File: src/rtl/quant_dequantizer_if.sv
// Request/result handshake bundle for the serial dequantizer.
// The master side issues codes and consumes activations; the slave side is the dequantizer.
interface quant_dequantizer_if #(
   parameter int IDX_W  = 8,
   parameter int DATA_W = 32
);
   logic              i_valid;
   logic              o_ready;
   logic [IDX_W-1:0]  i_index;
   logic [DATA_W-1:0] i_unit;
   logic              o_valid;
   logic              i_ready;
   logic [DATA_W-1:0] o_activation;
   logic              o_ovf;

   modport master (
      output i_valid, i_index, i_unit, i_ready,
      input  o_ready, o_valid, o_activation, o_ovf
   );

   modport slave (
      input  i_valid, i_index, i_unit, i_ready,
      output o_ready, o_valid, o_activation, o_ovf
   );
endinterface

File: src/rtl/quant_dequantizer.sv
// Serial dequantizer: rebuilds an activation from an index code by summing unit>>k
// for every set code bit, MSB first, one bit per clock, with saturation on overflow.
module quant_dequantizer #(
   parameter int IDX_W  = 8,
   parameter int DATA_W = 32
) (
   input logic                clk,
   input logic                rst,
   quant_dequantizer_if.slave bus
);
   localparam int CNT_W = (IDX_W > 1) ? $clog2(IDX_W) : 1;
   localparam logic [CNT_W-1:0] LAST = CNT_W'(IDX_W - 1);

   typedef enum logic [1:0] {IDLE, RUN, DONE} state_t;

   state_t            state_q;
   logic [IDX_W-1:0]  index_q;
   logic [DATA_W-1:0] unit_q;
   logic [DATA_W:0]   acc_q;
   logic [DATA_W:0]   acc_d;
   logic [CNT_W-1:0]  cnt_q;
   logic [DATA_W-1:0] act_q;
   logic              ovf_q;

   function automatic logic [DATA_W-1:0] sat_out(input logic [DATA_W:0] acc);
      return acc[DATA_W] ? {DATA_W{1'b1}} : acc[DATA_W-1:0];
   endfunction

   // Extra accumulator bit holds the carry; the sum stays below 2*unit so it never wraps.
   always_comb begin
      acc_d = acc_q;
      if (index_q[IDX_W-1]) acc_d = acc_q + {1'b0, unit_q};
   end

   always_ff @(posedge clk or posedge rst) begin
      if (rst) begin
         state_q <= IDLE;
         index_q <= '0;
         unit_q  <= '0;
         acc_q   <= '0;
         cnt_q   <= '0;
         act_q   <= '0;
         ovf_q   <= 1'b0;
      end else begin
         case (state_q)
            IDLE: begin
               if (bus.i_valid) begin
                  index_q <= bus.i_index;
                  unit_q  <= bus.i_unit;
                  acc_q   <= '0;
                  cnt_q   <= '0;
                  state_q <= RUN;
               end
            end
            RUN: begin
               acc_q   <= acc_d;
               unit_q  <= unit_q >> 1;
               index_q <= index_q << 1;
               cnt_q   <= cnt_q + CNT_W'(1);
               if (cnt_q == LAST) begin
                  act_q   <= sat_out(acc_d);
                  ovf_q   <= acc_d[DATA_W];
                  state_q <= DONE;
               end
            end
            DONE: begin
               if (bus.i_ready) state_q <= IDLE;
            end
            default: state_q <= IDLE;
         endcase
      end
   end

   assign bus.o_ready      = (state_q == IDLE);
   assign bus.o_valid      = (state_q == DONE);
   assign bus.o_activation = act_q;
   assign bus.o_ovf        = ovf_q;
endmodule

File: src/flat_wrapper.sv
// flat-port wrapper written by rule: the top's interface ports become plain ports
module quant_dequantizer_flat 
#(
   parameter int IDX_W  = 8,
   parameter int DATA_W = 32
)
  (clk, rst, bus_i_valid, bus_i_index, bus_i_unit, bus_i_ready, bus_o_ready, bus_o_valid, bus_o_activation, bus_o_ovf);
  quant_dequantizer_if #(.IDX_W(IDX_W), .DATA_W(DATA_W)) bus_i ();
  input logic clk;
  input logic rst;
  input wire logic [$bits(bus_i.i_valid)-1:0] bus_i_valid;
  input wire logic [$bits(bus_i.i_index)-1:0] bus_i_index;
  input wire logic [$bits(bus_i.i_unit)-1:0] bus_i_unit;
  input wire logic [$bits(bus_i.i_ready)-1:0] bus_i_ready;
  output wire logic [$bits(bus_i.o_ready)-1:0] bus_o_ready;
  output wire logic [$bits(bus_i.o_valid)-1:0] bus_o_valid;
  output wire logic [$bits(bus_i.o_activation)-1:0] bus_o_activation;
  output wire logic [$bits(bus_i.o_ovf)-1:0] bus_o_ovf;
  assign bus_i.i_valid = bus_i_valid;
  assign bus_i.i_index = bus_i_index;
  assign bus_i.i_unit = bus_i_unit;
  assign bus_i.i_ready = bus_i_ready;
  assign bus_o_ready = bus_i.o_ready;
  assign bus_o_valid = bus_i.o_valid;
  assign bus_o_activation = bus_i.o_activation;
  assign bus_o_ovf = bus_i.o_ovf;
  quant_dequantizer #(.IDX_W(IDX_W), .DATA_W(DATA_W)) u_core (.clk(clk), .rst(rst), .bus(bus_i));
endmodule
File: config.mk
export PLATFORM = sky130hd
export DESIGN_NAME = quant_dequantizer_flat
export DESIGN_NICKNAME = d
export VERILOG_FILES = /design/src/rtl/quant_dequantizer_if.sv /design/src/rtl/quant_dequantizer.sv /design/src/flat_wrapper.sv
export SDC_FILE = /design/constraint.sdc
export NUM_CORES = 1
export LEC_CHECK = 0
export CELL_PAD_IN_SITES_DETAIL_PLACEMENT = 1
export CELL_PAD_IN_SITES_GLOBAL_PLACEMENT = 2
export CORE_UTILIZATION = 30
export DETAILED_ROUTE_END_ITERATION = 10
export PLACE_DENSITY = 0.82
export SLEW_MARGIN = 15
export SYNTH_ARGS = -nofsm -noshare
export SYNTH_HDL_FRONTEND = slang
export SYNTH_SLANG_ARGS = --single-unit
File: constraint.sdc
create_clock -name clk -period 3.4 [get_ports clk]
set_input_delay 0.51 -clock clk [delete_from_list [all_inputs] [get_ports clk]]
set_output_delay 0.51 -clock clk [all_outputs]
set_load 0.05 [all_outputs]
==> results.sh, run 1 <==
export IMPL_outcome="finished, final reports clean"
export IMPL_fin_crit_sh_pct=88.2
export IMPL_p_leak_nw=3.42
export IMPL_grt_pass1_wl_um=34900
export IMPL_switching_share_pct=49.1
export IMPL_clk_pin_slew_ns=0.07
export IMPL_nets=913
export IMPL_startpoint_type="register"
export IMPL_worstPathArrival_ns=3.23
export IMPL_die_width_um=153
export IMPL_cp_max_fo=6
export IMPL_clk_latency_ns=0.36
export IMPL_hold_violations=0
export IMPL_num_io_pins=79
export IMPL_final_layout_size_suffix_gt1_share_pct=6.56
export IMPL_regToRegEndpoint="u_core.bus.o_activation[31]$_DFFE_PP0P_"
export IMPL_post_drt_wl_per_cell_um=18.8
export IMPL_postSynthAreaPerCell_um2=8.83
export IMPL_start_util_pct=31.0
export IMPL_synth_edff_count=0
export IMPL_hold_path_startpoint="u_core.bus.o_activation[7]$_DFFE_PP0P_"
export IMPL_vias=5994
export IMPL_p_total_mw=8.50
export IMPL_dp_hpwl_um=15700
export IMPL_multi_input_area_mm2=0.00380
export IMPL_min_path_type="register to register"
export IMPL_io_buffers=78
export IMPL_final_cell_mix="dfrtp_1 (110), nand2_1 (98), o21ai_0 (85), clkdlybuf4s50_1 (78), a21oi_1 (76)"
export IMPL_synth_ff_type="dfrtp_1"
export IMPL_drv_slew=0
export IMPL_placementRows=54
export IMPL_p_sw_mw=4.17
export IMPL_via_per_inst=5.36
export IMPL_crit_family="compound AO/OA/AOI/OAI gates"
export IMPL_grt_usage_pct=18.8
export IMPL_post_cts_buffers=0
export IMPL_cpMaxStageDelayCell="fa_1"
export IMPL_grt_overflow=0
export IMPL_fin_tns_setup_ns=0
export IMPL_crit_buf_inv=1
export IMPL_p_seq_share_pct=27.4
export IMPL_synth_cells=776
export IMPL_cts_made_buffers=9
export IMPL_h_tree_depth=3
export IMPL_ys_ff_latch=111
export IMPL_cp_end_kind="register"
export IMPL_worstReg2RegStart="u_core.acc_q[0]$_DFFE_PP0P_"
export IMPL_holdWs_ns=0.476
export IMPL_relSlewSlack_pct=43.6
export IMPL_powerDensity_mw_per_mm2=1030
export IMPL_cts_tree="yes"
export IMPL_finish_utilization_pct=37.5
export IMPL_grt_pass1_vias=6070
export IMPL_max_freq_mhz=334
export IMPL_area_growth_pct=20.9
export IMPL_reg2reg_depth=11
export IMPL_regArea_mm2=0.00278
export IMPL_postCtsResizedCells=0
export IMPL_required_ns=3.63
export IMPL_syn_area_mm2=0.00685
export IMPL_ys_seq_area_share_pct=40.5
export IMPL_setup_viol=0
export IMPL_vdd_drop_max_uv=391
export IMPL_final_common_cell="dfrtp_1"
export IMPL_dieArea_mm2=0.0234
export IMPL_route_detailed_drc=0
export IMPL_drv_cap=0
export IMPL_crit_chain="ha_1 > inv_1 > fa_1 > nand2b_1 > a21oi_1 > o21ba_2 > o21ai_2 > a31oi_1 > o211ai_2 > nor2_1 > a31oi_1"
export IMPL_whs_endpoint="u_core.bus.o_activation[7]$_DFFE_PP0P_"
export IMPL_min_period_ns=3.00
export IMPL_clk_path_buf_depth=2
export IMPL_gp_congestion=0.863
export IMPL_final_fill_count=2577
export IMPL_drt_iter0_markers=314
export IMPL_ys_warn_count=0
export IMPL_ys_types=64
export IMPL_cts_root_buf="clkbuf_16"
export IMPL_p_clk_share_pct=12.9
export IMPL_reg2reg_slack_ns=0.40
export IMPL_synth_async_reset_ratio_pct=100
export IMPL_slowest_delay_ns=0.40
export IMPL_postCtsHoldBufs=0
export IMPL_grt_max_degree=71
export IMPL_cts_sinks=111
export IMPL_critPathKind="register to register"
export IMPL_coreArea_mm2=0.0221
export IMPL_worstMarginPinSlew_ns=0.844
export IMPL_fp_dieH_um=153
export IMPL_diodes=0
export IMPL_syn_nets=855
export IMPL_antenna_found_initial=0
export IMPL_cp_common_cell="a31oi_1"
export IMPL_combinationalPowerShare_pct=59.7
export IMPL_skew_ns=0.0101
export IMPL_p_int_mw=4.33
export IMPL_ant_nets=0
export IMPL_drtPass1Iterations=4
export IMPL_rsz0062_at_grt="false"
export IMPL_routed_wl_um=21000
export IMPL_hold_depth=2
## Yosys cell counts, types with 5 or more instances
library cell	count	area [um^2]
dfrtp_1	111	2780
nand2_1	98	368
o21ai_0	85	425
a21oi_1	76	380
nor2_1	58	218
clkbuf_1	40	150
a31oi_1	36	225
ha_1	34	425
nor3b_1	31	233
mux2i_1	22	220
inv_1	16	60.1
a21o_1	14	105
xnor2_1	14	123
a22o_1	10	87.6
nand2b_1	9	56.3
xor2_1	9	78.8
o211ai_1	8	60.1
a211oi_1	6	45.0
buf_1	5	18.8
nand4_1	5	31.3
nor2b_1	5	31.3
o31ai_1	5	37.5
## logic make-up after synthesis
kind of cell	count (synthesis)	share of synthesized area [%]
muxes	25	3.71
AOI/OAI and AO/OA	283	26.1
adders and majority gates	35	6.50
and+or+nand+nor	230	16.0
buffers and inverters	69	4.22
DFF	111	40.5
xor gates and xnor gates	23	2.94
## worst max-delay path by stage
| stage | start | endpoint | cells past startpoint |
|---|---|---|---|
| floorplan | u_core.acc_q[5]$_DFFE_PP0P_ | u_core.acc_q[29]$_DFFE_PP0P_ | 9 |
| global placement | u_core.unit_q[18]$_DFFE_PP0P_ | u_core.bus.o_activation[31]$_DFFE_PP0P_ | 8 |
| detailed placement | u_core.acc_q[0]$_DFFE_PP0P_ | u_core.bus.o_activation[31]$_DFFE_PP0P_ | 11 |
| CTS | u_core.acc_q[0]$_DFFE_PP0P_ | u_core.bus.o_activation[31]$_DFFE_PP0P_ | 11 |
| global route | u_core.acc_q[0]$_DFFE_PP0P_ | u_core.bus.o_activation[31]$_DFFE_PP0P_ | 11 |
| finish | u_core.acc_q[0]$_DFFE_PP0P_ | u_core.bus.o_activation[31]$_DFFE_PP0P_ | 11 |
## per-layer routing
| metal | track usage (%) | vias to the layer above | share of wire [%] |
|---|---|---|---|
| li1 | - | 2934 | - |
| met1 | 29.0 | 2943 | 54 |
| met2 | 27.4 | 102 | 41 |
| met5 | 0 | - | 0 |
| met4 | 5.63 | 0 | 1.4 |
| met3 | 1.93 | 15 | 3.3 |
## power by group through the flow
| stage | Sequential, mW | Clock, mW | Combinational [mW] |
|---|---|---|---|
| floorplan | 2.70 | 0 | 3.13 |
| global placement | 2.33 | 0 | 5.00 |
| detailed placement | 2.36 | 0 | 5.07 |
| CTS | 2.33 | 1.13 | 5.10 |
| global route | 2.41 | 1.18 | 5.57 |
| finish | 2.33 | 1.10 | 5.07 |
## layout make-up
class | count | share of cell area [%]
clock inverter | 3 | 0.513
tap | 280 | 4.23
timing repair buffer | 100 | 12.0
sequential | 111 | 33.5
clock buffer | 12 | 3.10
multi-input combinational | 596 | 45.8
inverter | 16 | 0.770
## sequential cells by signal (all words and copies together) (netlist names)
register	cells
u_core.acc_q	33
u_core.bus.o_activation	32
u_core.bus.o_ovf	1
u_core.cnt_q	3
u_core.index_q	8
u_core.state_q	2
u_core.unit_q	32
## worst min-delay path: cells and delay by family, from the launching register on
kind             cells  cell delay [ns]
DFF                  1             0.34
and+or+nand+nor      2             0.10
## per-stage QoR
step,std cells,area (um^2),setup slack (ns)
floorplan,776,6860,0.798
global placement,1103,7990,0.488
detailed placement,1103,7990,0.450
CTS,1118,8290,0.397
global route,1118,8290,0.118
finish,1118,8290,0.402
Note: power is estimated with default switching activity, not from simulation.
==> run 2, diff against run 1 <==
--- a/config.mk
+++ b/config.mk
@@ -10,6 +10,7 @@
 export CORE_UTILIZATION = 30
 export DETAILED_ROUTE_END_ITERATION = 10
 export PLACE_DENSITY = 0.82
+export REMOVE_ABC_BUFFERS = 1
 export SLEW_MARGIN = 15
 export SYNTH_ARGS = -nofsm -noshare
 export SYNTH_HDL_FRONTEND = slang
==> run 2 against run 1 <==
Compared with the run above:
- wire length rose by 0.61%
- first-iteration DRC count fell by 6.7%
- cell count fell by 0.27%
- via count fell by 0.98%
- critical path depth fell by 2
- sequential share of layout area rose by 0.26 points
- utilization fell by 0.29 points
- global-route usage rose by 0.079 points
- die area did not move
- clock skew rose by 0.00092 ns
- critical endpoint is now u_core.bus.o_activation[18]$_DFFE_PP0P_
- largest power group unchanged
==> results.sh, run 2 (same netlist as run 1, synthesis figures left out) <==
export IMPL_final_common_cell="dfrtp_1"
export IMPL_cpMaxStageDelayCell="nor2_1"
export IMPL_cts_root_buf="clkbuf_16"
export IMPL_cp_end_kind="register"
export IMPL_worstMarginPinSlew_ns=0.783
export IMPL_max_freq_mhz=317
export IMPL_min_path_type="register to register"
export IMPL_required_ns=3.63
export IMPL_final_layout_size_suffix_gt1_share_pct=6.11
export IMPL_crit_family="compound AO/OA/AOI/OAI gates"
export IMPL_routed_wl_um=21200
export IMPL_via_per_inst=5.32
export IMPL_vdd_drop_max_uv=341
export IMPL_grt_usage_pct=18.9
export IMPL_dieArea_mm2=0.0234
export IMPL_outcome="finished, final reports clean"
export IMPL_p_leak_nw=3.38
export IMPL_placementRows=54
export IMPL_reg2reg_depth=9
export IMPL_crit_chain="ha_1 > a21oi_1 > o211ai_1 > a221o_1 > o2111ai_1 > a311o_1 > o211ai_2 > nor2_1 > a31oi_1"
export IMPL_drtPass1Iterations=4
export IMPL_cts_sinks=111
export IMPL_worstReg2RegStart="u_core.acc_q[21]$_DFFE_PP0P_"
export IMPL_regToRegEndpoint="u_core.bus.o_activation[18]$_DFFE_PP0P_"
export IMPL_final_cell_mix="dfrtp_1 (110), nand2_1 (98), o21ai_0 (85), clkdlybuf4s50_1 (78), a21oi_1 (76)"
export IMPL_relSlewSlack_pct=47.8
export IMPL_h_tree_depth=3
export IMPL_dp_hpwl_um=15200
export IMPL_fin_ws_ns=0.244
export IMPL_final_cells=1115
export IMPL_postCtsResizedCells=0
export IMPL_antenna_found_initial=0
export IMPL_dp_slack_ns=0.343
export IMPL_p_total_mw=8.37
export IMPL_worstPathArrival_ns=3.38
export IMPL_drv_cap=0
export IMPL_cts_made_buffers=9
export IMPL_final_fill_count=2576
export IMPL_hold_violations=0
export IMPL_clk_path_buf_depth=2
export IMPL_io_buffers=78
export IMPL_fin_crit_sh_pct=92.8
export IMPL_start_util_pct=31.0
export IMPL_postCtsHoldBufs=0
export IMPL_num_io_pins=79
export IMPL_nets=909
export IMPL_placed_cells_incl_taps=1099
export IMPL_grt_overflow=0
export IMPL_powerDensity_mw_per_mm2=1020
export IMPL_fp_dieH_um=153
export IMPL_critPathKind="register to register"
export IMPL_cp_max_fo=6
export IMPL_grt_max_degree=71
export IMPL_largest_register_ffs=33
export IMPL_gp_congestion=0.859
export IMPL_startpoint_type="register"
export IMPL_post_cts_buffers=0
export IMPL_cts_tree="yes"
export IMPL_hold_path_startpoint="u_core.index_q[6]$_DFFE_PP0P_"
export IMPL_reg2reg_slack_ns=0.24
export IMPL_grt_pass1_vias=6221
export IMPL_slowest_delay_ns=0.42
export IMPL_area_growth_pct=20.0
export IMPL_hold_depth=2
export IMPL_largest_register="u_core.acc_q"
export IMPL_crit_buf_inv=0
export IMPL_clk_pin_slew_ns=0.08
export IMPL_post_drt_wl_per_cell_um=19.0
export IMPL_ant_nets=0
export IMPL_min_period_ns=3.16
export IMPL_rsz0062_at_grt="false"
export IMPL_drt_iter0_markers=293
export IMPL_die_width_um=153
export IMPL_vias=5935
export IMPL_skew_ns=0.0110
export IMPL_clk_latency_ns=0.36
export IMPL_drv_slew=0
export IMPL_multi_input_area_mm2=0.00380
export IMPL_regArea_mm2=0.00278
export IMPL_grt_pass1_wl_um=35100
export IMPL_coreArea_mm2=0.0221
export IMPL_route_detailed_drc=0
export IMPL_whs_endpoint="u_core.index_q[6]$_DFFE_PP0P_"
export IMPL_setup_viol=0
export IMPL_diodes=0
export IMPL_finish_utilization_pct=37.2
-- run 2: cell count changes in the layout (fill, tap and decap cells not counted) --
| cell | previous run | this run |
|---|---|---|
| clkbuf_8 | 2 | 0 |
| buf_12 | 4 | 2 |
| buf_4 | 18 | 16 |
| clkinv_4 | 0 | 1 |
| inv_4 | 0 | 1 |
| clkbuf_1 | 1 | 2 |
-- run 2: layout make-up --
class	count	share of cell area (%)
multi-input combinational	596	46.2
timing repair buffer	96	11.4
tap	280	4.26
sequential	111	33.8
clock buffer	11	2.83
inverter	16	0.761
clock inverter	5	0.715
-- run 2: worst max path at each step --
stage | slack [ns] | from | to | cells after the start
after floorplan | -0.68 | u_core.state_q[0]$_DFFE_PP0P_ | u_core.acc_q[31]$_DFFE_PP0P_ | 4
after global placement | 0.32 | u_core.acc_q[21]$_DFFE_PP0P_ | u_core.bus.o_activation[31]$_DFFE_PP0P_ | 9
after detailed placement | 0.34 | u_core.acc_q[21]$_DFFE_PP0P_ | u_core.bus.o_activation[31]$_DFFE_PP0P_ | 9
after CTS | 0.31 | u_core.unit_q[21]$_DFFE_PP0P_ | u_core.bus.o_activation[18]$_DFFE_PP0P_ | 9
after global routing | 0.05 | u_core.unit_q[21]$_DFFE_PP0P_ | u_core.bus.o_activation[18]$_DFFE_PP0P_ | 9
final | 0.24 | u_core.acc_q[21]$_DFFE_PP0P_ | u_core.bus.o_activation[18]$_DFFE_PP0P_ | 9
-- run 2: per-stage QoR --
step | TNS, ns | hold slack (ns) | cell area, um^2
after floorplan | -39.01 | 0.449 | 6620
after CTS | 0 | 0.487 | 8220
after detailed placement | 0 | 0.470 | 7930
final | 0 | 0.484 | 8220
after global routing | 0 | 0.516 | 8220
after global placement | 0 | 0.465 | 7930
-- run 2: where the power goes --
part	leakage (nW)	internal [mW]	total (mW)	switching (mW)
sequential	1.33	1.87	2.32	0.453
clock	0.136	0.574	1.09	0.517
combinational	1.91	1.81	4.96	3.15
total	3.38	4.25	8.37	4.12
-- run 2: metal layers --
| layer | up-vias | part of all wire [%] | track usage, % |
|---|---|---|---|
| met5 | - | 0 | 0 |
| met4 | 0 | 0.68 | 3.46 |
| li1 | 2923 | - | - |
| met1 | 2911 | 51 | 27.3 |
| met2 | 89 | 45 | 30.2 |
| met3 | 12 | 3.3 | 2.58 |
-- run 2: worst reg2reg max path, delay by kind of cell (launching register included) --
kind                     cells  cell delay, ns
flip-flops                   1            0.40
adder cells (fa/ha/maj)      1            0.39
AO/OA/AOI/OAI                7            1.82
AND/OR/NAND/NOR              1            0.42
==> RTL edit 1 (config.mk and constraints of run 1) <==
`IDX_W` is set to 8 in 3 places; all go to 7.
--- a/src/rtl/quant_dequantizer_if.sv
+++ b/src/rtl/quant_dequantizer_if.sv
@@ -3,3 +3,3 @@
 interface quant_dequantizer_if #(
-   parameter int IDX_W  = 8,
+   parameter int IDX_W  = 7,
    parameter int DATA_W = 32
--- a/src/rtl/quant_dequantizer.sv
+++ b/src/rtl/quant_dequantizer.sv
@@ -3,3 +3,3 @@
 module quant_dequantizer #(
-   parameter int IDX_W  = 8,
+   parameter int IDX_W  = 7,
    parameter int DATA_W = 32
--- a/src/flat_wrapper.sv
+++ b/src/flat_wrapper.sv
@@ -3,3 +3,3 @@
 #(
-   parameter int IDX_W  = 8,
+   parameter int IDX_W  = 7,
    parameter int DATA_W = 32
Interface: changed (resized bus_i_index); port bits go from 79 to 78. The function was not compared with the original's and may differ.
==> RTL edit 1 against run 1 <==
Sequential power is 2% higher; count of clock-buffer cells in the layout stayed put; non-clock buffer count is 3 lower; clock skew is 4.3 ps higher; wire length is 2.3% lower; power is 4.5% lower; area after synthesis is 3.1% lower; design area is 3.0% lower; worst hold slack better by 31 ps; setup slack worse by 180 ps; sequential cell count is 1 lower; largest cell class unchanged; highest routed layer unchanged.
==> RTL edit 1: results (changes against run 1) <==
Parameter                              Value

GRT
  GR met2 Demand/Resource    0.309 (was 0.274)
  Wire length of the first global-routing pass    33.1 mm (was 34.9 mm)
  Met1 demand-to-capacity share in global routing    0.269 (was 0.290)
  Gr usage total    0.191 (was 0.188)
  Pin count of the biggest net entering global routing    111 (was 71)

Final layout
  Layout cells sized above 1    0.0522 (was 0.0656)
  Number of filler instances in the final layout    2563 (was 2577)
  Number of nets in the layout    897 (was 913)

Critical path
  Critical register-to-register path startpoint    u_core.unit_q[0] (was u_core.acc_q[0])
  Worst setup startpoint    u_core.unit_q[0] (was u_core.acc_q[0])
  Endpoint of the worst register-to-register path    u_core.bus.o_activation[12] (was u_core.bus.o_activation[31])

Power and ir drop
  Switch Pwr    3.98 mW (was 4.17 mW)
  Sequential cell fraction of total power    0.292 (was 0.274)
  Portion of total power attributed to the clock network    0.126 (was 0.129)
  Max VDD drop    0.000413 V (was 0.000391 V)
  Power, Total    8.12 mW (was 8.50 mW)

Synth
  Leading cell types by total area after synthesis    sky130_fd_sc_hd__dfrtp_1 (41%), sky130_fd_sc_hd__o21ai_0 (6.7%), sky130_fd_sc_hd__ha_1 (6.4%) (was sky130_fd_sc_hd__dfrtp_1 (41%), sky130_fd_sc_hd__ha_1 (6.2%), sky130_fd_sc_hd__o21ai_0 (6.2%))
  Post-synthesis net count    839 (was 855)
  Cell types with the highest counts after synthesis    sky130_fd_sc_hd__dfrtp_1 (110), sky130_fd_sc_hd__nand2_1 (90), sky130_fd_sc_hd__o21ai_0 (89) (was sky130_fd_sc_hd__dfrtp_1 (111), sky130_fd_sc_hd__nand2_1 (98), sky130_fd_sc_hd__o21ai_0 (85))
  Yosys cell types    51 (was 64)
  Number of standard cells after synthesis    761 (was 776)
  Sequential area share after synthesis    0.415 (was 0.405)

Placement
  Place WS    59.0 ps (was 450 ps)
  Placer Congestion    0.864 (was 0.863)
  Cell Count Post-Placement    1087 (was 1103)
  Count of buffers inserted at the top-level ports    77 (was 78)

Timing
  Max-slew headroom    0.359 (was 0.436)
  Skew final    14.3 ps (was 10.1 ps)
  Fin Hold WS    507 ps (was 476 ps)

Worst hold path
  Hold endpoint    u_core.index_q[1] (was u_core.bus.o_activation[7])
  Startpoint of the most critical hold path    u_core.index_q[1] (was u_core.bus.o_activation[7])

Routing
  Vias per inst    5.35 (was 5.36)
  Via total after detailed routing    5910 (was 5994)

Status
  Result of the run    finished, final reports clean (unchanged)
==> RTL edit 1: kinds of logic after synthesis <==
group,after synthesis,synth area share
compound gates,279,0.260
simple gates,224,0.152
flops,110,0.415
buf+inv,65,0.0382
fa+ha+maj,35,0.0671
xor+xnor,26,0.0343
mux,22,0.0332
==> RTL edit 1: final cells by class <==
| type | instances | area [um^2] | area share |
|---|---|---|---|
| inverters | 15 | 60.1 | 0.00747 |
| flip-flops and latches | 110 | 2750 | 0.342 |
| repair buffers | 97 | 953 | 0.119 |
| well taps | 280 | 350 | 0.0436 |
| multi-input cells | 586 | 3650 | 0.455 |
| clock inverters | 4 | 22.5 | 0.00280 |
| clock buffers | 12 | 246 | 0.0307 |
==> RTL edit 1: critical path, cell delays in order (launching register included) <==
cell                       delay (ps)
sky130_fd_sc_hd__dfrtp_1          380
sky130_fd_sc_hd__ha_1             190
sky130_fd_sc_hd__inv_1             70
sky130_fd_sc_hd__fa_1             410
sky130_fd_sc_hd__nand2b_1         200
sky130_fd_sc_hd__a21oi_2          190
sky130_fd_sc_hd__o41ai_2          130
sky130_fd_sc_hd__o41a_1           430
sky130_fd_sc_hd__o2111a_1         320
sky130_fd_sc_hd__a211oi_4         200
sky130_fd_sc_hd__buf_4            180
sky130_fd_sc_hd__buf_8            200
sky130_fd_sc_hd__a31oi_1          110
==> RTL edit 1: timing repair <==
item | 4_1_cts | 5_1_grt
setup buffers | 0 | 1
resized for setup | 0 | 3
endpoints found under the setup margin | 0 | 29
==> RTL edit 1: metal layers <==
| metal | up-vias | share of wire |
|---|---|---|
| met1 | 2953 | 0.50 |
| met3 | 13 | 0.024 |
| met5 | - | 0 |
| met2 | 79 | 0.46 |
| met4 | 0 | 0.011 |
| li1 | 2865 | - |
==> RTL edit 2 (flow settings as in run 1) <==
Made on the original files. Re-encode `state_t` (3 states) as one-hot, 3 bits wide.
--- a/src/rtl/quant_dequantizer.sv
+++ b/src/rtl/quant_dequantizer.sv
@@ -13,3 +13,3 @@
 
-   typedef enum logic [1:0] {IDLE, RUN, DONE} state_t;
+   typedef enum logic [2:0] {IDLE = 3'b001, RUN = 3'b010, DONE = 3'b100} state_t;
 
Behaviour: no difference found for any inputs over 4 cycles, from zero or initial values and one cycle with rst high; so few cycles prove little.
==> RTL edit 2 against run 1 <==
Design area is 1.2% lower; clock power is 5% higher; via count increased by 2.8%; setup slack lost 160 ps; power fell by 14%; sequential power down 8%; critical path depth is 1 higher; area after synthesis shrank 1.8%; sequential share of layout area is 0.71 points higher; final cell count up 2.7%; synthesized cell count increased by 3.2%; sequential cell count up 1; wire length rose by 0.55%; critical path type unchanged; largest cell class unchanged; highest routed layer unchanged.
==> RTL edit 2: results (changes against run 1) <==
Parameter                              Value

GRT
  Pin count of the biggest net entering global routing    74 (was 71)
  Wire length of the first global-routing pass    34.5 mm (was 34.9 mm)
  Vias in the first global route    6345 (was 6070)
  Gr usage total    0.195 (was 0.188)

Final layout
  Number of filler instances in the final layout    2627 (was 2577)
  Area taken by multi-input logic gates    0.00368 mm^2 (was 0.00380 mm^2)
  Number of nets in the layout    942 (was 913)

Timing
  Skew final    7.64 ps (was 10.1 ps)

Power and ir drop
  Power in the clock group    1.15 mW (was 1.10 mW)
  Max VDD drop    0.000718 V (was 0.000391 V)
  Leakage power figure    3.51 nW (was 3.42 nW)
  Internal Pwr Total    3.89 mW (was 4.33 mW)

Synth
  Adder-Cell Fraction of Synth Area    0.0662 (was 0.0650)
  Yosys cell types    59 (was 64)
  Area share of xor/xnor cells in the synthesized design    0.0300 (was 0.0294)
  Synthesized-area fraction occupied by ao, oa, aoi and oai cells    0.221 (was 0.261)
  Sequential area share after synthesis    0.417 (was 0.405)
  Multiplexer share of the synthesized area    0.0288 (was 0.0371)
  Cell types with the highest counts after synthesis    sky130_fd_sc_hd__nand2_1 (146), sky130_fd_sc_hd__dfrtp_1 (111), sky130_fd_sc_hd__nor2_1 (90) (was sky130_fd_sc_hd__dfrtp_1 (111), sky130_fd_sc_hd__nand2_1 (98), sky130_fd_sc_hd__o21ai_0 (85))
  Post-synthesis net count    880 (was 855)

Placement
  Place WS    283 ps (was 450 ps)
  Dpl cell area    0.00787 mm^2 (was 0.00799 mm^2)

Critical path
  Cell with the largest stage delay on the worst path    sky130_fd_sc_hd__a2111oi_4 (was sky130_fd_sc_hd__fa_1)
  Crit Path Max Fanout    8 (was 6)
  Worst Path Arrival    3390 ps (was 3230 ps)
  Register-to-register setup slack    240 ps (was 400 ps)
  Biggest cell delay along the critical path    430 ps (was 400 ps)
  Count of cells along the worst register-to-register path    12 (was 11)
  Capturing instance or port of the critical path    u_core.bus.o_activation[28] (was u_core.bus.o_activation[31])

Routing
  Final routed wire length divided by cell count    18.4 um (was 18.8 um)
  Vias per inst    5.37 (was 5.36)

Status
  Result of the run    finished, final reports clean (unchanged)

Worst hold path
  Startpoint of the most critical hold path    u_core.index_q[6] (was u_core.bus.o_activation[7])
RTL edit 2: cell type report:
cell class	instances	share of cell area
multi-input cells	629	0.450
inverters	13	0.00642
repair buffers	98	0.120
flip-flops and latches	112	0.343
clock buffers	12	0.0326
clock inverters	4	0.00627
well taps	280	0.0428
RTL edit 2: metal layers:
layer	vias up	wire [um]	track usage
li1	2981	-	-
met1	3065	10500	0.274
met2	102	9680	0.313
met3	15	746	0.0281
met4	0	237	0.0510
met5	-	0	0
RTL edit 2: stage by stage:
step / instances / hold slack [ps]
final: 1148 / 493
after global routing: 1148 / 537
after CTS: 1148 / 494
after detailed placement: 1132 / 475
after global placement: 1132 / 469
after floorplan: 801 / 447
RTL edit 2: cells by family (layout without fill, tap and decap cells):
kind of cell | count (synthesis) | after routing
fa+ha+maj | 35 | 35
compound gates | 241 | 241
flops | 112 | 112
xor+xnor | 23 | 23
mux | 19 | 19
buf+inv | 60 | 127
simple gates | 311 | 311
